## config.mk

```make
export PLATFORM = sky130hd
export DESIGN_NAME = instr_fetch_stage
export DESIGN_NICKNAME = d
export VERILOG_FILES = /design/src/rtl/instr_fetch_stage_pkg.sv /design/src/rtl/instr_fetch_stage_pc_sel.sv /design/src/rtl/instr_fetch_stage.sv
export SDC_FILE = /design/constraint.sdc
export NUM_CORES = 1
export LEC_CHECK = 0
export CAP_MARGIN = 25
export CORE_MARGIN = 1
export CORE_UTILIZATION = 25
export CTS_CLUSTER_DIAMETER = 60
export DETAILED_ROUTE_END_ITERATION = 7
export GPL_ROUTABILITY_DRIVEN = 1
export SKIP_LAST_GASP = 1
export SYNTH_ARGS = -nofsm -noshare
export SYNTH_HDL_FRONTEND = slang
export SYNTH_SLANG_ARGS = --single-unit
```

## constraint.sdc

```tcl
create_clock -name clk -period 4.65 [get_ports clk]
set_clock_uncertainty 0.1 [all_clocks]
set_input_delay 0.93 -clock clk [delete_from_list [all_inputs] [get_ports clk]]
set_output_delay 0.93 -clock clk [all_outputs]
set_load 0.02 [all_outputs]
```

## src/rtl/instr_fetch_stage_pkg.sv

```systemverilog
// Shared definitions for the IF stage: instruction format, opcodes and
// the next-PC selection encoding.
package instr_fetch_stage_pkg;

  localparam int unsigned INTERNAL_BITS = 16;

  // Opcode field and jump-address field positions within an instruction
  localparam int unsigned OP_MSB    = 15;
  localparam int unsigned OP_LSB    = 12;
  localparam int unsigned JADDR_MSB = 11;
  localparam int unsigned JADDR_LSB = 0;
  localparam int unsigned JADDR_W   = JADDR_MSB - JADDR_LSB + 1;

  typedef logic [INTERNAL_BITS-1:0] instr_t;

  localparam logic [3:0] OP_JMP    = 4'hA;
  localparam instr_t     HLT_INSTR = 16'hF000;
  localparam instr_t     NOP_INSTR = 16'h0000;

  typedef enum logic [1:0] {
    SEL_INC   = 2'd0,
    SEL_HOLD  = 2'd1,
    SEL_JUMP  = 2'd2,
    SEL_FLUSH = 2'd3
  } pc_sel_e;

  function automatic logic [3:0] opcode(input instr_t ins);
    return ins[OP_MSB:OP_LSB];
  endfunction

  function automatic logic [JADDR_W-1:0] jaddr(input instr_t ins);
    return ins[JADDR_MSB:JADDR_LSB];
  endfunction

endpackage

```

## src/rtl/instr_fetch_stage_pc_sel.sv

```systemverilog
// Combinational next-PC mux: flush target, hold, jump target or increment.
module fetch_pc_sel
  import instr_fetch_stage_pkg::*;
#(
  parameter int unsigned PC_W = 8
) (
  input  logic [PC_W-1:0] pc,
  input  logic            flush,
  input  logic            hold,
  input  logic [PC_W-1:0] branch_target,
  input  instr_t          im_rdata,
  output logic [PC_W-1:0] next_pc,
  output logic            is_hlt,
  output pc_sel_e         sel
);

  // Priority: flush > hold > jump > halt (pc held) > increment
  always_comb begin
    is_hlt  = (im_rdata == HLT_INSTR);
    sel     = SEL_INC;
    next_pc = pc + PC_W'(1);
    if (flush) begin
      sel     = SEL_FLUSH;
      next_pc = branch_target;
    end else if (hold || is_hlt) begin
      sel     = SEL_HOLD;
      next_pc = pc;
    end else if (opcode(im_rdata) == OP_JMP) begin
      sel     = SEL_JUMP;
      next_pc = PC_W'(jaddr(im_rdata));
    end
  end

endmodule

```

## src/rtl/instr_fetch_stage.sv

```systemverilog
// IF stage: PC register, instruction-memory address, IF/ID latch,
// HLT freeze flag and saturating fetch counter.
module instr_fetch_stage
  import instr_fetch_stage_pkg::*;
#(
  parameter int unsigned PC_W     = 8,
  parameter int unsigned RESET_PC = 0,
  parameter int unsigned CNT_W    = 16
) (
  input  logic                     clk,
  input  logic                     rst,
  input  logic                     stall,
  input  logic                     IF_flush,
  input  logic [PC_W-1:0]          branch_target,
  input  logic                     done,
  output logic [PC_W-1:0]          im_addr,
  input  logic [INTERNAL_BITS-1:0] im_rdata,
  output logic [INTERNAL_BITS-1:0] Instruction,
  output logic [PC_W-1:0]          ifid_pc1,
  output logic                     ifid_valid,
  output logic                     halted,
  output logic [CNT_W-1:0]         fetch_count
);

  logic [PC_W-1:0] pc;
  logic [PC_W-1:0] next_pc;
  logic            hold;
  logic            is_hlt;
  pc_sel_e         sel;

  assign hold    = done | halted | stall;
  assign im_addr = pc;

  fetch_pc_sel #(
    .PC_W (PC_W)
  ) u_pc_sel (
    .pc            (pc),
    .flush         (IF_flush),
    .hold          (hold),
    .branch_target (branch_target),
    .im_rdata      (im_rdata),
    .next_pc       (next_pc),
    .is_hlt        (is_hlt),
    .sel           (sel)
  );

  // PC, IF/ID latch, halt flag and counter; flush outranks every hold source
  always_ff @(posedge clk or negedge rst) begin
    if (!rst) begin
      pc          <= PC_W'(RESET_PC);
      Instruction <= NOP_INSTR;
      ifid_pc1    <= '0;
      ifid_valid  <= 1'b0;
      halted      <= 1'b0;
      fetch_count <= '0;
    end else begin
      pc <= next_pc;
      if (sel == SEL_FLUSH) begin
        Instruction <= NOP_INSTR;
        ifid_pc1    <= '0;
        ifid_valid  <= 1'b0;
        halted      <= 1'b0;
      end else if (!hold) begin
        Instruction <= im_rdata;
        ifid_pc1    <= pc + PC_W'(1);
        ifid_valid  <= 1'b1;
        if (is_hlt)
          halted <= 1'b1;
        if (fetch_count != '1)
          fetch_count <= fetch_count + CNT_W'(1);
      end
    end
  end

endmodule

```

==> results of run 1 <==
cell usage after synthesis, drive strengths merged (3+ instances only):
master  count  share of area
nor3        4         0.0083
or4         3          0.011
a21oi      24          0.050
a221o       3          0.012
xnor2       9          0.033
o21ai       7          0.015
nand4       5          0.013
xor2       11          0.040
nor3b       3         0.0094
nor2       24          0.040
nand2b      3         0.0078
nand2      49          0.076
nand3      11          0.023
a211oi      7          0.022
clkbuf     11          0.017
nor4        4          0.017
dfrtp      50           0.52
layout make-up:
| type | instances | area (sq um) | area share |
|---|---|---|---|
| Clock inverter | 2 | 12.5 | 0.00366 |
| Timing Repair Buffer | 81 | 793 | 0.232 |
| Inverter | 2 | 7.51 | 0.00220 |
| Multi-Input combinational cell | 188 | 1110 | 0.324 |
| Tap cell | 129 | 161 | 0.0473 |
| Clock buffer | 6 | 82.6 | 0.0242 |
| Sequential cell | 50 | 1250 | 0.366 |
registers in the layout (all words and copies together), names as in the netlist:
| name | cells |
|---|---|
| Instruction | 16 |
| fetch_count | 16 |
| ifid_pc1 | 8 |
| im_addr | 8 |
| halted | 1 |
| ifid_valid | 1 |
final timing paths:
| kind | from | endpoint | slack [ps] | cells past startpoint |
|---|---|---|---|---|
| min in group asynchronous | rst | fetch_count[11] | 630 | 2 |
| min reg2reg | fetch_count[9] | fetch_count[9] | 390 | 1 |
| min | fetch_count[9] | fetch_count[9] | 390 | 1 |
| max reg2reg | halted | fetch_count[12] | 2230 | 5 |
| max | done | fetch_count[12] | 1630 | 6 |
| max in group asynchronous | rst | halted | 3380 | 2 |
per-layer routing:
| layer | GRT usage | part of all wire |
|---|---|---|
| met1 | 0.189 | 0.47 |
| met4 | 0.0234 | 0.0053 |
| met3 | 0.0362 | 0.055 |
| met5 | 0 | 0 |
| met2 | 0.222 | 0.47 |
cell families after synthesis:
logic type,after synthesis,share of synthesized area
AND/OR/NAND/NOR,117,0.249
flip-flops,50,0.520
AO/OA/AOI/OAI,46,0.113
XOR/XNOR,20,0.0728
buffers and inverters,14,0.0218
multiplexers,3,0.0130
adder cells (fa/ha/maj),2,0.0104
per-stage QoR:
step | std cells | util | area (sq um) | hold WS [ps] | total power (uW)
finish | 458 | 0.368 | 3420 | 392 | 1050
detailed placement | 450 | 0.358 | 3320 | 389 | 794
CTS | 458 | 0.368 | 3420 | 401 | 1070
global route | 458 | 0.368 | 3420 | 413 | 1110
floorplan | 252 | - | 2410 | 494 | 649
global placement | 450 | 0.358 | 3320 | 377 | 792
power by group through the flow:
stage / Sequential, uW / Combinational, uW / Clock, uW
floorplan: 567 / 81.7 / 0
global placement: 530 / 262 / 0
detailed placement: 529 / 265 / 0
CTS: 521 / 267 / 278
global route: 528 / 287 / 300
finish: 521 / 263 / 270
==> results_dict.tcl, run 1 <==
set metrics [dict create \
    drive_above_1_share 0.0729 \
    gp_congestion 0.808 \
    layout_common_cells "76 x clkdlybuf4s50_1, 50 x dfrtp_1, 49 x nand2_1" \
    synthFlopType "dfrtp_1" \
    synth-seq-area-share 0.520 \
    setup_tns_ps 0 \
    syn_avg_cell_area_sq_um 9.55 \
    wire_per_inst_um 14.5 \
    crit_buf_inv 1 \
    cts_buffers 5 \
    clkTransAtPathRegs_ps 90 \
    path_class "primary input to register" \
    yosys_warnings 0 \
    cts_hold_buffers 0 \
    pwr-share-comb 0.250 \
    ctsResizeCount 0 \
    cts_buffer_depth 2 \
    slowest_delay_ps 550 \
    clkSinkCount 50 \
    max_freq_mhz 331 \
    cts-root-buf "clkbuf_8" \
    dieWidth_um 100 \
    mostFrequentLayoutCell "clkdlybuf4s50_1" \
    crit_fanout 22 \
    cp-start-kind "primary input" \
    core_sq_um 9280 \
    preCtsSetupSlack_ps 1310 \
    setup_viol_count_final 0 \
    postCtsSetupBuffers 0 \
    die_h_um 100 \
    rsz0062_at_grt "no" \
    portBuffers 78 \
    share_seq_of_total_power 0.494 \
    powerDensity_nw_per_um2 309 \
    synth.distinct_cells 37 \
    drt_iter0_drc 73 \
    period_share 0.649 \
    cp_slowest_cell "or4_4" \
    hold_class "register to register" \
    grt_pass1_wl_mm 10.9 \
    worst-slew-pin-transition_ps 850 \
    intPower_uw 723 \
    p_leak_uw 0.00136 \
    start_util 0.259 \
    critPathCaptureType "register" \
    htree_levels 2 \
    syn_to_final_growth_pct 42.0 \
    status "finished, final reports clean" \
    hold_violations 0 \
    arrival_ps 3140 \
    fin_ws_ps 1630 \
    async_flop_share 1.00 \
    nets 359 \
    ys_ff_latch 50 \
    drc_errors 0 \
    n_antenna_cell 0 \
    critical_path.cell_chain "clkdlybuf4s50_1, or3_4, or4_4, or3b_4, nor2_2, xor2_1" \
    synth_fp_nets 283 \
    grt_overflow 0 \
    clkLatencyLatePin_ps 300 \
    dp_hpwl_mm 4.74 \
    switching_share 0.314 \
    vias 2133 \
    crit_required_ps 4780 \
    die-area_sq_um 10000 \
    cts_tree "built" \
    vdd_drop_max_mv 0.137 \
    synth_edf_count 0 \
    cp_top_family "simple AND/OR/NAND/NOR gates" \
    finalWirelength_mm 6.63 \
    ant_nets 0 \
    rows 35 \
    dr.pass1.iters 4 \
    grt_antenna_before_repair 0 \
    drv_cap 0 \
    clkPwrFrac 0.256 \
    slew_headroom 0.433 \
    drv_slew 0 \
    io_pins 79 \
    period_needed_ps 3020 \
    netlist_area_sq_um 2410 \
    nFillCells 971 \
    grt_pass1_vias 2131 \
    synth_cells 252 \
    grt_max_degree 51 \
    power_switching_uw 331 \
    via_per_inst 4.66 \
    grt_use_total 0.138 \
]
Power figures use the tool's default switching activity.
==> run 2: changes to the inputs <==
- clock period: 4.65 -> 2.6 ns (I/O delays scaled with it)
==> run 2 against run 1 <==
Compared with the run above: final cell count increased by 4.4%; final area grew 4.9%; setup slack got worse by 1500 ps; largest cell class unchanged.
==> results_dict.tcl, run 2 (synthesis gave the netlist of run 1 again) <==
set metrics [dict create \
    status "finished, final reports clean" \
    crit_start "done" \
    path_class "primary input to register" \
    setup_viol_count_final 0 \
    drc_errors 0 \
    drt_iter0_drc 97 \
    drive_above_1_share 0.123 \
    nFillCells 972 \
    rr_startpoint "halted" \
    gp_congestion 0.786 \
    dp_hpwl_mm 5.27 \
    rows 35 \
    worst-slew-pin-transition_ps 571 \
    top_regs "Instruction (16), fetch_count (16)" \
    postCtsSetupBuffers 0 \
    clkTransAtPathRegs_ps 90 \
    grt_antenna_before_repair 0 \
    grt_overflow 0 \
    die-area_sq_um 10000 \
    nets 379 \
    drv_cap 0 \
    grt_pass1_wl_mm 11.4 \
    cts_buffers 5 \
    arrival_ps 2600 \
    wire_per_inst_um 14.7 \
    finalWirelength_mm 7.05 \
    htree_levels 2 \
    worst-r2r-cell-count 5 \
    whs_path_depth 1 \
    fin_util 0.386 \
    cts_buffer_depth 2 \
    multi_input_area_sq_um 1110 \
    die_h_um 100 \
    clkSinkCount 50 \
    cts-root-buf "clkbuf_8" \
    n_antenna_cell 0 \
    crit_required_ps 2730 \
    worstSetupEndpoint "fetch_count[12]" \
    powerDensity_nw_per_um2 553 \
    via_per_inst 4.74 \
    mostFrequentLayoutCell "clkdlybuf4s50_1" \
    grt_max_degree 47 \
    cp-start-kind "primary input" \
    dr.pass1.iters 4 \
    ff2ff_setup_slack_ps 360 \
    hold_class "register to register" \
    slew_headroom 0.616 \
    syn_to_final_growth_pct 48.9 \
    clkLatencyLatePin_ps 300 \
    layout_common_cells "76 x clkdlybuf4s50_1, 50 x dfrtp_1, 49 x nand2_1" \
    whs_ps 389 \
    p_leak_uw 0.00147 \
    grt_pass1_vias 2280 \
    max_freq_mhz 404 \
    critPathCaptureType "register" \
    grt_use_total 0.146 \
    portBuffers 78 \
    vias 2265 \
    hold_violations 0 \
    drv_slew 0 \
    ant_nets 0 \
    core_sq_um 9280 \
    cts_tree "built" \
    io_pins 79 \
    rr_endpoint "fetch_count[12]" \
    dieWidth_um 100 \
    crit_fanout 3 \
    ctsResizeCount 0 \
    period_share 0.953 \
    vdd_drop_max_mv 0.219 \
    regArea_sq_um 1250 \
    start_util 0.259 \
    rsz0062_at_grt "no" \
    period_needed_ps 2480 \
]
run 2: changes by cell type in the layout (fill, tap and decap cells not counted), sizes merged:
cell	before	now
buf	5	24
bufinv	0	1
clkbuf	6	5
clkinv	1	2
clkinvlp	1	0
dlygate4sd3	0	1
run 2: timing repair:
action / in CTS / in global routing
hold buffers: 1 / 0
endpoints found under the setup margin: 0 / 0
hold endpoints to repair: 6 / 0
run 2: power breakdown:
| part | leakage [uW] | internal (uW) | switching [uW] |
|---|---|---|---|
| clock network | 0.0000579 | 284 | 266 |
| logic | 0.000753 | 247 | 244 |
| registers | 0.000657 | 847 | 95.2 |
| total | 0.00147 | 1380 | 605 |
run 2: cell type report:
type / instances / share of cell area
clock buffers: 5 / 0.0192
clock inverters: 3 / 0.0112
inverters: 2 / 0.00210
multi-input cells: 188 / 0.309
flip-flops and latches: 50 / 0.349
well taps: 129 / 0.0451
repair buffers: 101 / 0.264
run 2: worst max-delay path, stage by stage:
cell and delay, ps:
clkdlybuf4s50_1 480, or3_4 400, or4_4 520, or3b_4 440, nor2_2 100, xor2_1 150
run 2: layer usage:
metal,up-vias,global-route usage,part of all wire
met5,-,0,0
met4,0,0.0268,0.0060
met3,8,0.0265,0.050
met2,81,0.253,0.49
met1,1105,0.193,0.46
li1,1071,-,-
run 2: per-stage QoR:
step / TNS [ps] / instance area [sq um] / cells / setup WS, ps / total power [uW]
final: 0 / 3580 / 478 / 123 / 1980
after global routing: 0 / 3580 / 478 / 58.2 / 2090
after CTS: 0 / 3580 / 478 / 133 / 2010
after detailed placement: -1670 / 3460 / 469 / -178 / 1450
after global placement: -917 / 3460 / 469 / -131 / 1440
after floorplan: 0 / 2410 / 252 / 281 / 1160
run 2: how the worst min path moves through the flow:
stage                          from              end  slack, ps
finish              fetch_count[15]  fetch_count[15]        390
global route        fetch_count[13]  fetch_count[13]        420
CTS                 fetch_count[15]  fetch_count[15]        400
detailed placement              rst      ifid_pc1[5]        270
global placement                rst      ifid_pc1[5]        270
floorplan                       rst   Instruction[0]        120
